<file path="config.mk">
export PLATFORM = sky130hd
export DESIGN_NAME = pwm_keys_multi
export DESIGN_NICKNAME = d
export VERILOG_FILES = /design/src/rtl/pwm_keys_multi.sv
export SDC_FILE = /design/constraint.sdc
export NUM_CORES = 1
export LEC_CHECK = 0
export ABC_AREA = 1
export CAP_MARGIN = 20
export CORE_MARGIN = 3
export CORE_UTILIZATION = 47
export DETAILED_ROUTE_END_ITERATION = 7
export PLACE_DENSITY = 0.68
export SLEW_MARGIN = 20
export SYNTH_ARGS = -nofsm -noshare
export SYNTH_HDL_FRONTEND = slang
export SYNTH_SLANG_ARGS = --single-unit
</file>
<file path="constraint.sdc">
create_clock -name in -period 4.8 [get_ports in]
set_clock_uncertainty 0.2 [all_clocks]
set_input_delay 0.72 -clock in [delete_from_list [all_inputs] [get_ports in]]
set_output_delay 0.72 -clock in [all_outputs]
set_load 0.02 [all_outputs]
</file>
<file path="src/rtl/pwm_keys_multi.sv">
// pwm_keys_multi
//   Multi-channel PWM with one shared period counter. Each channel has a
//   pending (shadow) level and an active level. Debounced inc/dec keys step
//   the pending level of the channel chosen by sel. Pending levels are copied
//   to the active levels only at the period wrap, so no output glitches
//   mid-period.
//
// Ports
//   in           clock, rising edge
//   rst          asynchronous reset, active-high
//   inc, dec     raw asynchronous keys, active-high
//   sel          channel targeted by key steps, sampled on the step cycle
//   pwm          PWM outputs, bit i belongs to channel i
//   level_o      active level of channel sel (0 when sel is out of range)
//   period_start high while the period counter is 0
module pwm_keys_multi #(
  parameter int CHANNELS    = 4,
  parameter int WIDTH       = 4,
  parameter int MAX_LEVEL   = 10,
  parameter int RESET_LEVEL = 5,
  parameter int DEBOUNCE    = 4,
  parameter int SEL_W       = 2,
  parameter bit INVERT      = 1'b0
) (
  input  logic                in,
  input  logic                rst,
  input  logic                inc,
  input  logic                dec,
  input  logic [SEL_W-1:0]    sel,
  output logic [CHANNELS-1:0] pwm,
  output logic [WIDTH-1:0]    level_o,
  output logic                period_start
);

  localparam int CNT_W = (DEBOUNCE > 1) ? $clog2(DEBOUNCE) : 1;

  localparam logic [WIDTH-1:0] LAST_CNT  = WIDTH'(MAX_LEVEL - 1);
  localparam logic [WIDTH-1:0] TOP_LVL   = WIDTH'(MAX_LEVEL);
  localparam logic [WIDTH-1:0] RST_LVL   = WIDTH'(RESET_LEVEL);
  localparam logic [CNT_W-1:0] DB_LAST   = CNT_W'(DEBOUNCE - 1);

  // Key index 0 is inc, 1 is dec.
  logic [1:0]       raw;
  logic [1:0]       sync_a;
  logic [1:0]       sync_b;
  logic [1:0]       db;
  logic [1:0]       db_q;
  logic [1:0]       step;
  logic [CNT_W-1:0] db_cnt [2];

  logic [WIDTH-1:0] counter;
  logic             wrap;
  logic             do_inc;
  logic             do_dec;
  logic [WIDTH-1:0] pending [CHANNELS];
  logic [WIDTH-1:0] active  [CHANNELS];

  assign raw = {dec, inc};

  // Synchroniser, debouncer and rising-edge step pulse for both keys.
  // NOTE: every sequential block uses non-blocking (<=) assignments so all
  // registers update together from pre-edge values; blocking assignments
  // here would let later statements see half-updated state.
  always_ff @(posedge in or posedge rst) begin
    if (rst) begin
      sync_a <= '0;
      sync_b <= '0;
      db     <= '0;
      db_q   <= '0;
      step   <= '0;
      for (int k = 0; k < 2; k++) db_cnt[k] <= '0;
    end else begin
      sync_a <= raw;
      sync_b <= sync_a;
      db_q   <= db;
      // Step fires the cycle after the debounced value rises; release is silent.
      step   <= db & ~db_q;
      for (int k = 0; k < 2; k++) begin
        if (sync_b[k] != db[k]) begin
          if (db_cnt[k] == DB_LAST) begin
            db[k]     <= ~db[k];
            db_cnt[k] <= '0;
          end else begin
            db_cnt[k] <= db_cnt[k] + 1'b1;
          end
        end else begin
          db_cnt[k] <= '0;
        end
      end
    end
  end

  assign wrap   = (counter == LAST_CNT);
  // Simultaneous inc and dec steps cancel.
  assign do_inc = step[0] & ~step[1];
  assign do_dec = step[1] & ~step[0];

  always_ff @(posedge in or posedge rst) begin
    if (rst) counter <= '0;
    else     counter <= wrap ? '0 : counter + 1'b1;
  end

  // NOTE: the level arrays are a handful of flip-flops, not a RAM, so they
  // take a reset like any other register.
  always_ff @(posedge in or posedge rst) begin
    if (rst) begin
      for (int i = 0; i < CHANNELS; i++) begin
        pending[i] <= RST_LVL;
        active[i]  <= RST_LVL;
      end
    end else begin
      // The load copies pre-edge pending values, so a step on the wrap edge
      // itself is only picked up at the following wrap.
      if (wrap) begin
        for (int i = 0; i < CHANNELS; i++) active[i] <= pending[i];
      end
      // A sel value with no matching channel matches no iteration: step ignored.
      for (int i = 0; i < CHANNELS; i++) begin
        if (int'(sel) == i) begin
          if (do_inc && pending[i] != TOP_LVL) pending[i] <= pending[i] + 1'b1;
          if (do_dec && pending[i] != '0)      pending[i] <= pending[i] - 1'b1;
        end
      end
    end
  end

  // NOTE: every output of an always_comb gets a default before any
  // conditional assignment, so no path leaves it unassigned (no latch).
  always_comb begin
    level_o = '0;
    for (int i = 0; i < CHANNELS; i++) begin
      if (int'(sel) == i) level_o = active[i];
    end
  end

  always_comb begin
    pwm = '0;
    for (int i = 0; i < CHANNELS; i++) pwm[i] = (counter < active[i]) ^ INVERT;
  end

  assign period_start = (counter == '0);

endmodule

</file>
==> impl_metrics.yaml, run 1 <==
worst_setup_path:
  worstPathRequired_ns: 3.88
  max_stage_delay_ns: 0.66
  reg2reg_from: "pending[10]$_DFFE_PP1P_"
  slowest_stage: "clkdlybuf4s50_1"
  reg2regPathDepth: 12
  critical_path_launch_point_type: "input pin"
  setup.worst_path.end_class: "output port"
  r2r_end: "pending[11]$_DFFE_PP0P_"
  crit_path_cell_trace: "clkdlybuf4s50_1 > nor2_1 > inv_1 > o22ai_1 > a21oi_1 > o21ai_0 > clkdlybuf4s50_1"
  critPathArrivalTime_ns: 2.53
  setup.reg_to_reg.worst_slack_ns: 2.52
  path_class: "in2out"
  crit_path_max_fanout: 6
  cp_common_cell: "clkdlybuf4s50_1"
layout:
  area_growth_pct: 11.6
  finalNonFillerCells: 429
  drive_gt1_frac: 0.106
  finalCoreUtilization: 0.555
  fin_nets: 388
  diodes_inserted: 0
route:
  number_of_remaining_drc_errors: 0
  vias_per_cell: 4.87
  route.met3.wl_um: 232
  wire_per_inst_um: 12.4
  num_vias: 2090
  wl_met2_um: 2380
  finalWirelength_um: 5320
  firstDrtPassIters: 4
  wl_met1_um: 2680
  antenna_left: 0
  detail_route.iter0.violations: 102
  dr.max_layer_used: "met4"
logic_synthesis:
  postSynthAreaPerCell_um2: 8.30
  yosys_warnings: 0
  synth_nets: 370
  synth.lib_cells_used.distinct: 25
  synth-seq-cells: 50
  synthCells: 338
  netlist_area_mm2: 0.00280
  synth_sequential_area_ratio: 0.453
power:
  p_int_mw: 1.11
  max-vdd-ir-drop_v: 0.000274
  net-switching-power_mw: 0.735
  power_switching_share: 0.398
  pwr-share-clk: 0.158
  power.sequential.fraction: 0.405
  share_comb_of_total_power: 0.437
  power_density_mw_per_mm2: 590
  power.static_leakage_nw: 1.60
global_route:
  global_route.overflow_total: 0
  vias_in_the_first_global_route: 1993
  initial_antenna_violation_count: 0
  largest_net_degree_at_the_start_of_global_routing: 51
  grt_pass1_wl_um: 9240
  grt_usage: 0.165
die:
  die_width_um: 83.2
  boundaryPins: 15
  rows: 27
  core-area_mm2: 0.00564
  initial_core_util: 0.497
  fp.dieH_um: 83.2
  dieArea_mm2: 0.00693
clock_network:
  cts-hold-fix-buffers: 0
  cts_tree: "done"
  max-clock-path-buffers: 2
  clk_latency_ns: 0.31
  clkTransAtPathRegs_ns: 0.08
  cts.htree.levels: 2
  cts_repair_resize_count: 0
  post_cts_buffers: 0
  tritoncts.num_buffers: 5
  cts-root-buf: "clkbuf_8"
  cts.sink_count: 50
placement:
  placed_cells: 421
  place.port_buffers: 14
  globalplace.congestion: 0.874
  dp_hpwl_um: 3930
flow_run:
  cap_violations: 0
timing:
  timing.hold.ws_ns: 0.158
  max_clock_freq_mhz: 290
  timing_hold_violations_final: 0
  grt_setup_unrepaired: "no"
  slew_headroom: 0.425
  finalWorstPathRequiredPeriod_ns: 3.45
  period_share: 0.718
  timing.final.max_slew_violations: 0
  finalSetupViolations: 0
  fin_tns_setup_ns: 0
  worst_pin_slew_ns: 0.861
hold_path:
  worst_hold_path_type: "reg2reg"
  hold_path_depth: 0
  hold_path_endpoint: "sync_b[1]$_DFF_PP0_"
  holdCritStartpoint: "sync_a[1]$_DFF_PP0_"
status:
  run_status: "finished, final reports clean"
==> area by class of cell <==
class / count / area (µm²)
clock inverters: 3 / 40.0
fillers: 514 / 2510
flip-flops and latches: 50 / 1270
inverters: 58 / 219
clock buffers: 5 / 68.8
repair buffers: 14 / 140
multi-input cells: 227 / 1300
well taps: 72 / 90.1
==> kinds of logic after synthesis <==
kind of cell               share of synthesized area
xor gates and xnor gates                      0.0344
AOI/OAI and AO/OA                              0.106
adders and majority gates                      0.127
buffers and inverters                         0.0830
and+or+nand+nor                                0.196
DFF                                            0.453
==> power by group through the flow <==
stage	Clock, mW	Sequential [mW]	Combinational (mW)
2_1_floorplan	0	0.719	0.618
3_3_place_gp	0	0.751	0.787
3_5_place_dp	0	0.756	0.808
4_1_cts	0.303	0.749	0.815
5_1_grt	0.317	0.773	0.944
6_report	0.292	0.748	0.807
==> Yosys cell counts <==
cell type / n / share of area
nor4_1: 1 / 0.0022
o21a_1: 1 / 0.0027
nand2_2: 3 / 0.0067
nand2_1: 85 / 0.11
nand3_1: 7 / 0.012
dfstp_2: 16 / 0.15
inv_1: 57 / 0.076
buf_2: 3 / 0.0054
fa_1: 4 / 0.029
o21ai_1: 12 / 0.021
xnor2_1: 2 / 0.0062
a21o_1: 3 / 0.0080
or2_2: 4 / 0.0089
nor3_1: 2 / 0.0036
inv_2: 1 / 0.0013
a21oi_1: 14 / 0.025
dfrtp_1: 34 / 0.30
a21oi_2: 2 / 0.0062
ha_1: 22 / 0.098
o21ai_0: 19 / 0.034
o22ai_1: 4 / 0.0089
nor2_2: 2 / 0.0045
xor2_1: 9 / 0.028
nor2_1: 30 / 0.040
nor2_4: 1 / 0.0040
==> worst max path at each step <==
stage	startpoint	end	slack, ns	cells after the start
5_1_grt	sel[1]	level_o[2]	1.21	7
6_report	sel[0]	level_o[2]	1.35	7
2_1_floorplan	counter[1]$_DFF_PP0_	pwm[0]	2.51	5
3_5_place_dp	sel[0]	level_o[2]	1.37	7
4_1_cts	sel[0]	level_o[2]	1.35	7
3_3_place_gp	sel[0]	level_o[2]	1.44	6
==> per-layer routing <==
layer | vias to the layer above | global-route usage
li1 | 1091 | -
met1 | 959 | 0.223
met2 | 36 | 0.258
met3 | 4 | 0.0476
met4 | 0 | 0.0490
met5 | - | 0
==> stage by stage <==
| stage | worst slack, ns | area (µm²) | power (mW) |
|---|---|---|---|
| global route | 1.21 | 3130 | 2.03 |
| floorplan | 2.51 | 2800 | 1.34 |
| detailed placement | 1.37 | 3020 | 1.56 |
| global placement | 1.44 | 3020 | 1.54 |
| CTS | 1.35 | 3130 | 1.87 |
| finish | 1.35 | 3130 | 1.85 |
==> state kept, by name, indices dropped and copies added (netlist names) <==
name / flops
db_q: 2
active: 16
step: 2
sync_b: 2
counter: 4
pending: 16
db: 2
db_cnt: 4
sync_a: 2
==> cells in the final DEF, fill, tap and decap left out <==
cell type / count
o21ai_1: 12
a21o_1: 3
inv_1: 56
o21ai_0: 19
bufinv_16: 1
clkbuf_8: 5
dfstp_2: 16
nand3_1: 7
nand2_1: 85
a21oi_2: 2
nor2_2: 2
inv_2: 1
fa_1: 4
xor2_1: 9
o21a_1: 1
clkdlybuf4s50_1: 14
clkinv_2: 3
nor3_1: 2
xnor2_1: 2
ha_1: 22
nand2_2: 3
nor2_4: 1
nor2_1: 30
nor4_1: 1
o22ai_1: 4
dfrtp_1: 34
a21oi_1: 14
or2_2: 4
==> critical path, delay by kind of cell <==
kind | cells | cell delay, ns
compound gates | 3 | 0.30
buf+inv | 3 | 1.29
simple gates | 1 | 0.22
(Power assumes the default switching activity.)
==> run 2, diff against run 1 <==
--- a/config.mk
+++ b/config.mk
@@ -10,7 +10,7 @@
 export CORE_MARGIN = 3
 export CORE_UTILIZATION = 47
 export DETAILED_ROUTE_END_ITERATION = 7
-export PLACE_DENSITY = 0.68
+export PLACE_DENSITY = 0.71
 export SLEW_MARGIN = 20
 export SYNTH_ARGS = -nofsm -noshare
 export SYNTH_HDL_FRONTEND = slang
==> constraint.sdc (replaced) <==
create_clock -name in -period 2.9 [get_ports in]
set_clock_uncertainty 0.2 [all_clocks]
set_input_delay 0.435 -clock in [delete_from_list [all_inputs] [get_ports in]]
set_output_delay 0.435 -clock in [all_outputs]
set_load 0.02 [all_outputs]
==> run 2 against run 1 <==
Net effect: combinational power rose by 64%; largest power group unchanged; critical endpoint is now pwm[1]; sequential power up 66%; flip-flop and latch count did not move; non-clock buffer count grew 3; power grew 62%.
==> impl_metrics.yaml, run 2 (same netlist as run 1, synthesis figures left out) <==
route:
  number_of_remaining_drc_errors: 0
  firstDrtPassIters: 4
  wire_per_inst_um: 12.4
  vias_per_cell: 5.03
  antenna_left: 0
  num_vias: 2175
  finalWirelength_um: 5370
  detail_route.iter0.violations: 102
placement:
  globalplace.congestion: 0.821
  dp_hpwl_um: 4070
  place.port_buffers: 14
  placed_cells: 424
power:
  net-switching-power_mw: 1.21
  max-vdd-ir-drop_v: 0.000423
  power_density_mw_per_mm2: 952
  power_switching_share: 0.405
  share_comb_of_total_power: 0.442
  p_int_mw: 1.78
  power.sequential.fraction: 0.417
  power.static_leakage_nw: 1.65
  pwr-share-clk: 0.141
die:
  die_width_um: 83.2
  dieArea_mm2: 0.00693
  core-area_mm2: 0.00564
  rows: 27
  initial_core_util: 0.497
  boundaryPins: 15
  fp.dieH_um: 83.2
worst_setup_path:
  setup.worst_path.end_class: "output port"
  crit_path_max_fanout: 9
  critical_path_launch_point_type: "flip-flop"
  critPathArrivalTime_ns: 2.14
  path_class: "reg2out"
  worstPathRequired_ns: 2.27
layout:
  drive_gt1_frac: 0.111
  final.fill_count: 511
  finalNonFillerCells: 432
  fin_nets: 391
  diodes_inserted: 0
  largest_registers: "active: 16 flops, pending: 16 flops"
  area_growth_pct: 12.0
  final-seq-area_mm2: 0.00127
  final_cell_mix: "nand2_1, inv_1, dfrtp_1"
  multiInputGateArea_mm2: 0.00130
  final_common_cell: "nand2_1"
timing:
  timing.final.max_slew_violations: 0
  slew_headroom: 0.588
  timing_hold_violations_final: 0
  timing.hold.ws_ns: 0.156
  finalSetupViolations: 0
  grt_setup_unrepaired: "no"
  max_clock_freq_mhz: 361
  fin_tns_setup_ns: 0
  worst_pin_slew_ns: 0.616
  finalWorstPathRequiredPeriod_ns: 2.77
  period_share: 0.957
global_route:
  largest_net_degree_at_the_start_of_global_routing: 34
  grt_usage: 0.166
  grt_pass1_wl_um: 9430
  global_route.overflow_total: 0
  initial_antenna_violation_count: 0
  vias_in_the_first_global_route: 2039
clock_network:
  max-clock-path-buffers: 2
  cts.htree.levels: 2
  cts-root-buf: "clkbuf_8"
  clkTransAtPathRegs_ns: 0.09
  cts_tree: "done"
  clk_latency_ns: 0.31
  cts-hold-fix-buffers: 0
  tritoncts.num_buffers: 5
  cts.sink_count: 50
  post_cts_buffers: 0
hold_path:
  worst_hold_path_type: "reg2reg"
flow_run:
  cap_violations: 0
status:
  run_status: "finished, final reports clean"
## run 2: path summary, 6_finish.rpt
path	from	to	slack (ns)	depth (start not counted)
min in group asynchronous	rst	pending[1]$_DFFE_PP0P_	0.32	2
setup reg to reg	pending[9]$_DFFE_PP0P_	pending[11]$_DFFE_PP0P_	0.64	12
hold reg to reg	sync_a[1]$_DFF_PP0_	sync_b[1]$_DFF_PP0_	0.16	0
hold / removal	sync_a[1]$_DFF_PP0_	sync_b[1]$_DFF_PP0_	0.16	0
setup / recovery	counter[1]$_DFF_PP0_	pwm[1]	0.13	6
max in group asynchronous	rst	pending[4]$_DFFE_PP1P_	1.51	3
## run 2: metrics by stage
stage	setup slack [ns]	instance area, µm²	power (mW)	utilization
floorplan	0.840	2800	2.21	-
global placement	0.111	3040	2.53	0.539
detailed placement	0.0880	3040	2.60	0.539
CTS	0.0382	3130	3.02	0.555
global route	0.00835	3140	3.29	0.556
finish	0.126	3140	2.99	0.556
## run 2: power by group through the flow
stage | Sequential (mW) | Combinational (mW) | Clock, mW
2_1_floorplan | 1.19 | 1.02 | 0
3_3_place_gp | 1.24 | 1.29 | 0
3_5_place_dp | 1.26 | 1.34 | 0
4_1_cts | 1.24 | 1.35 | 0.428
5_1_grt | 1.29 | 1.55 | 0.457
6_report | 1.24 | 1.32 | 0.423
## run 2: critical path, cell delays in order (launching register included)
cell,delay (ns)
dfrtp_2,0.50
ha_1,0.31
o21ai_0,0.07
nand2_1,0.08
a21o_1,0.16
a21oi_1,0.11
clkdlybuf4s50_1,0.61
## run 2: cell type report
class                      instances  share of cell area
sequential                        50               0.405
inverter                          58              0.0694
timing repair buffer              17              0.0538
clock buffer                       8              0.0287
multi-input combinational        227               0.414
tap                               72              0.0287
## run 2: routing by layer
layer | share of wire | GRT usage | up-vias
li1 | - | - | 1104
met2 | 0.46 | 0.262 | 22
met1 | 0.50 | 0.228 | 1040
met4 | 0.018 | 0.0594 | 0
met5 | 0 | 0 | -
met3 | 0.024 | 0.0308 | 9
## run 2: timing repair
action,4_1_cts,5_1_grt
pin swaps,0,0
endpoints found under the setup margin,1,4
resized for setup,1,4
==> run 3, diff against run 2 <==
--- a/config.mk
+++ b/config.mk
@@ -7,10 +7,9 @@
 export LEC_CHECK = 0
 export ABC_AREA = 1
 export CAP_MARGIN = 20
-export CORE_MARGIN = 3
 export CORE_UTILIZATION = 47
 export DETAILED_ROUTE_END_ITERATION = 7
-export PLACE_DENSITY = 0.71
+export PLACE_DENSITY = 0.68
 export SLEW_MARGIN = 20
 export SYNTH_ARGS = -nofsm -noshare
 export SYNTH_HDL_FRONTEND = slang
==> constraint.sdc (replaced) <==
create_clock -name in -period 3.5 [get_ports in]
set_clock_uncertainty 0.2 [all_clocks]
set_input_delay 0.525 -clock in [delete_from_list [all_inputs] [get_ports in]]
set_output_delay 0.525 -clock in [all_outputs]
set_load 0.02 [all_outputs]
==> run 3 against run 2 <==
Net effect: critical path depth is 1 higher; power fell by 16%; highest routed layer unchanged; hold slack better by 0.00057 ns; via count is 2.5% lower; clock-buffer cell count decreased by 2; combinational power shrank 15%; non-clock buffer count shrank 1; sequential share of layout area barely moved; core utilization down 0.089 points; worst setup slack better by 0.31 ns; critical endpoint is now level_o[2]; register-to-register slack better by 0.59 ns.
==> impl_metrics.yaml, run 3 (same netlist as run 1, synthesis figures left out) <==
status:
  run_status: "finished, final reports clean"
placement:
  dp_hpwl_um: 4030
  place.port_buffers: 14
  globalplace.congestion: 0.824
worst_setup_path:
  worstPathRequired_ns: 2.77
  critPathArrivalTime_ns: 2.34
  r2r_end: "pending[11]$_DFFE_PP0P_"
  path_class: "in2out"
  critical_path_launch_point_type: "input pin"
  crit_path_max_fanout: 6
  worst_setup_path_endpoint: "level_o[2]"
  cp_common_cell: "clkdlybuf4s50_1"
  critical_path.startpoint: "sel[0]"
  slowest_stage: "clkdlybuf4s50_1"
  setup.reg_to_reg.worst_slack_ns: 1.23
  crit_path_cell_trace: "clkdlybuf4s50_1 > nor2_1 > inv_1 > o22ai_1 > a21oi_1 > o21ai_0 > clkdlybuf4s50_1"
  max_stage_delay_ns: 0.66
  reg2regPathDepth: 12
  setup.worst_path.end_class: "output port"
  reg2reg_from: "pending[9]$_DFFE_PP0P_"
die:
  die_width_um: 79.2
  dieArea_mm2: 0.00628
  initial_core_util: 0.497
  core-area_mm2: 0.00564
  boundaryPins: 15
  fp.dieH_um: 79.2
  rows: 27
clock_network:
  cts-root-buf: "clkbuf_8"
  cts.sink_count: 50
  post_cts_buffers: 0
  tritoncts.num_buffers: 5
  cts_repair_resize_count: 0
  max-clock-path-buffers: 2
  cts.htree.levels: 2
  cts_tree: "done"
  clkTransAtPathRegs_ns: 0.09
  cts-hold-fix-buffers: 0
  clk_latency_ns: 0.31
route:
  num_vias: 2120
  number_of_remaining_drc_errors: 0
  antenna_left: 0
  wire_per_inst_um: 12.6
  finalWirelength_um: 5420
  vias_per_cell: 4.92
  detail_route.iter0.violations: 126
  firstDrtPassIters: 4
power:
  power.static_leakage_nw: 1.61
  pwr-share-clk: 0.145
  power_density_mw_per_mm2: 802
  share_comb_of_total_power: 0.446
  power.sequential.fraction: 0.409
  max-vdd-ir-drop_v: 0.000362
  p_int_mw: 1.48
  net-switching-power_mw: 1.03
  power_switching_share: 0.410
layout:
  final-seq-area_mm2: 0.00127
  final_common_cell: "nand2_1"
  largest_registers: "active: 16 flops, pending: 16 flops"
  multiInputGateArea_mm2: 0.00130
  drive_gt1_frac: 0.111
  fin_nets: 390
  area_growth_pct: 11.8
  final_cell_mix: "nand2_1, inv_1, dfrtp_1"
  diodes_inserted: 0
  final.fill_count: 511
global_route:
  initial_antenna_violation_count: 0
  global_route.overflow_total: 0
  grt_usage: 0.197
  largest_net_degree_at_the_start_of_global_routing: 38
  grt_pass1_wl_um: 9340
  vias_in_the_first_global_route: 2020
hold_path:
  worst_hold_path_type: "reg2reg"
  holdCritStartpoint: "sync_a[0]$_DFF_PP0_"
timing:
  timing.final.max_slew_violations: 0
  fin_tns_setup_ns: 0
  worst_pin_slew_ns: 0.795
  timing_hold_violations_final: 0
  timing.hold.ws_ns: 0.156
  period_share: 0.876
  finalWorstPathRequiredPeriod_ns: 3.07
  slew_headroom: 0.469
  max_clock_freq_mhz: 326
  grt_setup_unrepaired: "no"
  finalSetupViolations: 0
flow_run:
  cap_violations: 0
==> run 3: cell count changes in the layout (fill, tap and decap cells not counted), moves of 2 or more <==
cell | previous run | this run
clkdlybuf4s50_1 | 10 | 14
dlymetal6s2s_1 | 3 | 0
clkbuf_1 | 2 | 0
clkinv_4 | 0 | 2
==> run 3: worst min path at each step <==
stage,endpoint,depth (start not counted),slack (ns)
after global routing,sync_b[0]$_DFF_PP0_,0,0.16
after global placement,sync_b[0]$_DFF_PP0_,0,0.14
after CTS,sync_b[0]$_DFF_PP0_,0,0.16
after detailed placement,sync_b[0]$_DFF_PP0_,0,0.14
after floorplan,sync_b[0]$_DFF_PP0_,0,0.13
final,sync_b[0]$_DFF_PP0_,0,0.16
==> run 3: stage by stage <==
| step | total power, mW | setup slack, ns | std cells | util | cell area (µm²) |
|---|---|---|---|---|---|
| 2_1_floorplan | 1.83 | 1.41 | 338 | - | 2800 |
| 3_3_place_gp | 2.12 | 0.500 | 423 | 0.538 | 3030 |
| 3_5_place_dp | 2.17 | 0.470 | 423 | 0.538 | 3030 |
| 4_1_cts | 2.54 | 0.449 | 431 | 0.556 | 3130 |
| 5_1_grt | 2.77 | 0.341 | 431 | 0.556 | 3130 |
| 6_report | 2.51 | 0.434 | 431 | 0.556 | 3130 |
==> run 3: per-layer routing <==
layer,vias to the layer above,track usage,part of all wire
li1,1100,-,-
met5,-,0,0
met4,0,0.0673,0.018
met2,32,0.317,0.45
met3,8,0.0356,0.025
met1,980,0.266,0.50
==> run 3: final cells by class <==
class,instances,share of cell area
repair buffers,16,0.0495
clock inverters,2,0.00559
clock buffers,6,0.0263
flip-flops and latches,50,0.406
multi-input cells,227,0.415
inverters,58,0.0695
well taps,72,0.0287
==> run 3: worst max-delay path: cells and delay by family <==
family	cells	cell delay, ns
buffers and inverters	3	1.26
and+or+nand+nor	1	0.20
AOI/OAI and AO/OA	3	0.34
==> run 3: power by group through the flow <==
| stage | clock network (mW) | logic, mW | registers [mW] |
|---|---|---|---|
| floorplan | 0 | 0.847 | 0.987 |
| global placement | 0 | 1.08 | 1.03 |
| detailed placement | 0 | 1.13 | 1.04 |
| CTS | 0.373 | 1.13 | 1.03 |
| global route | 0.393 | 1.31 | 1.07 |
| finish | 0.364 | 1.12 | 1.03 |
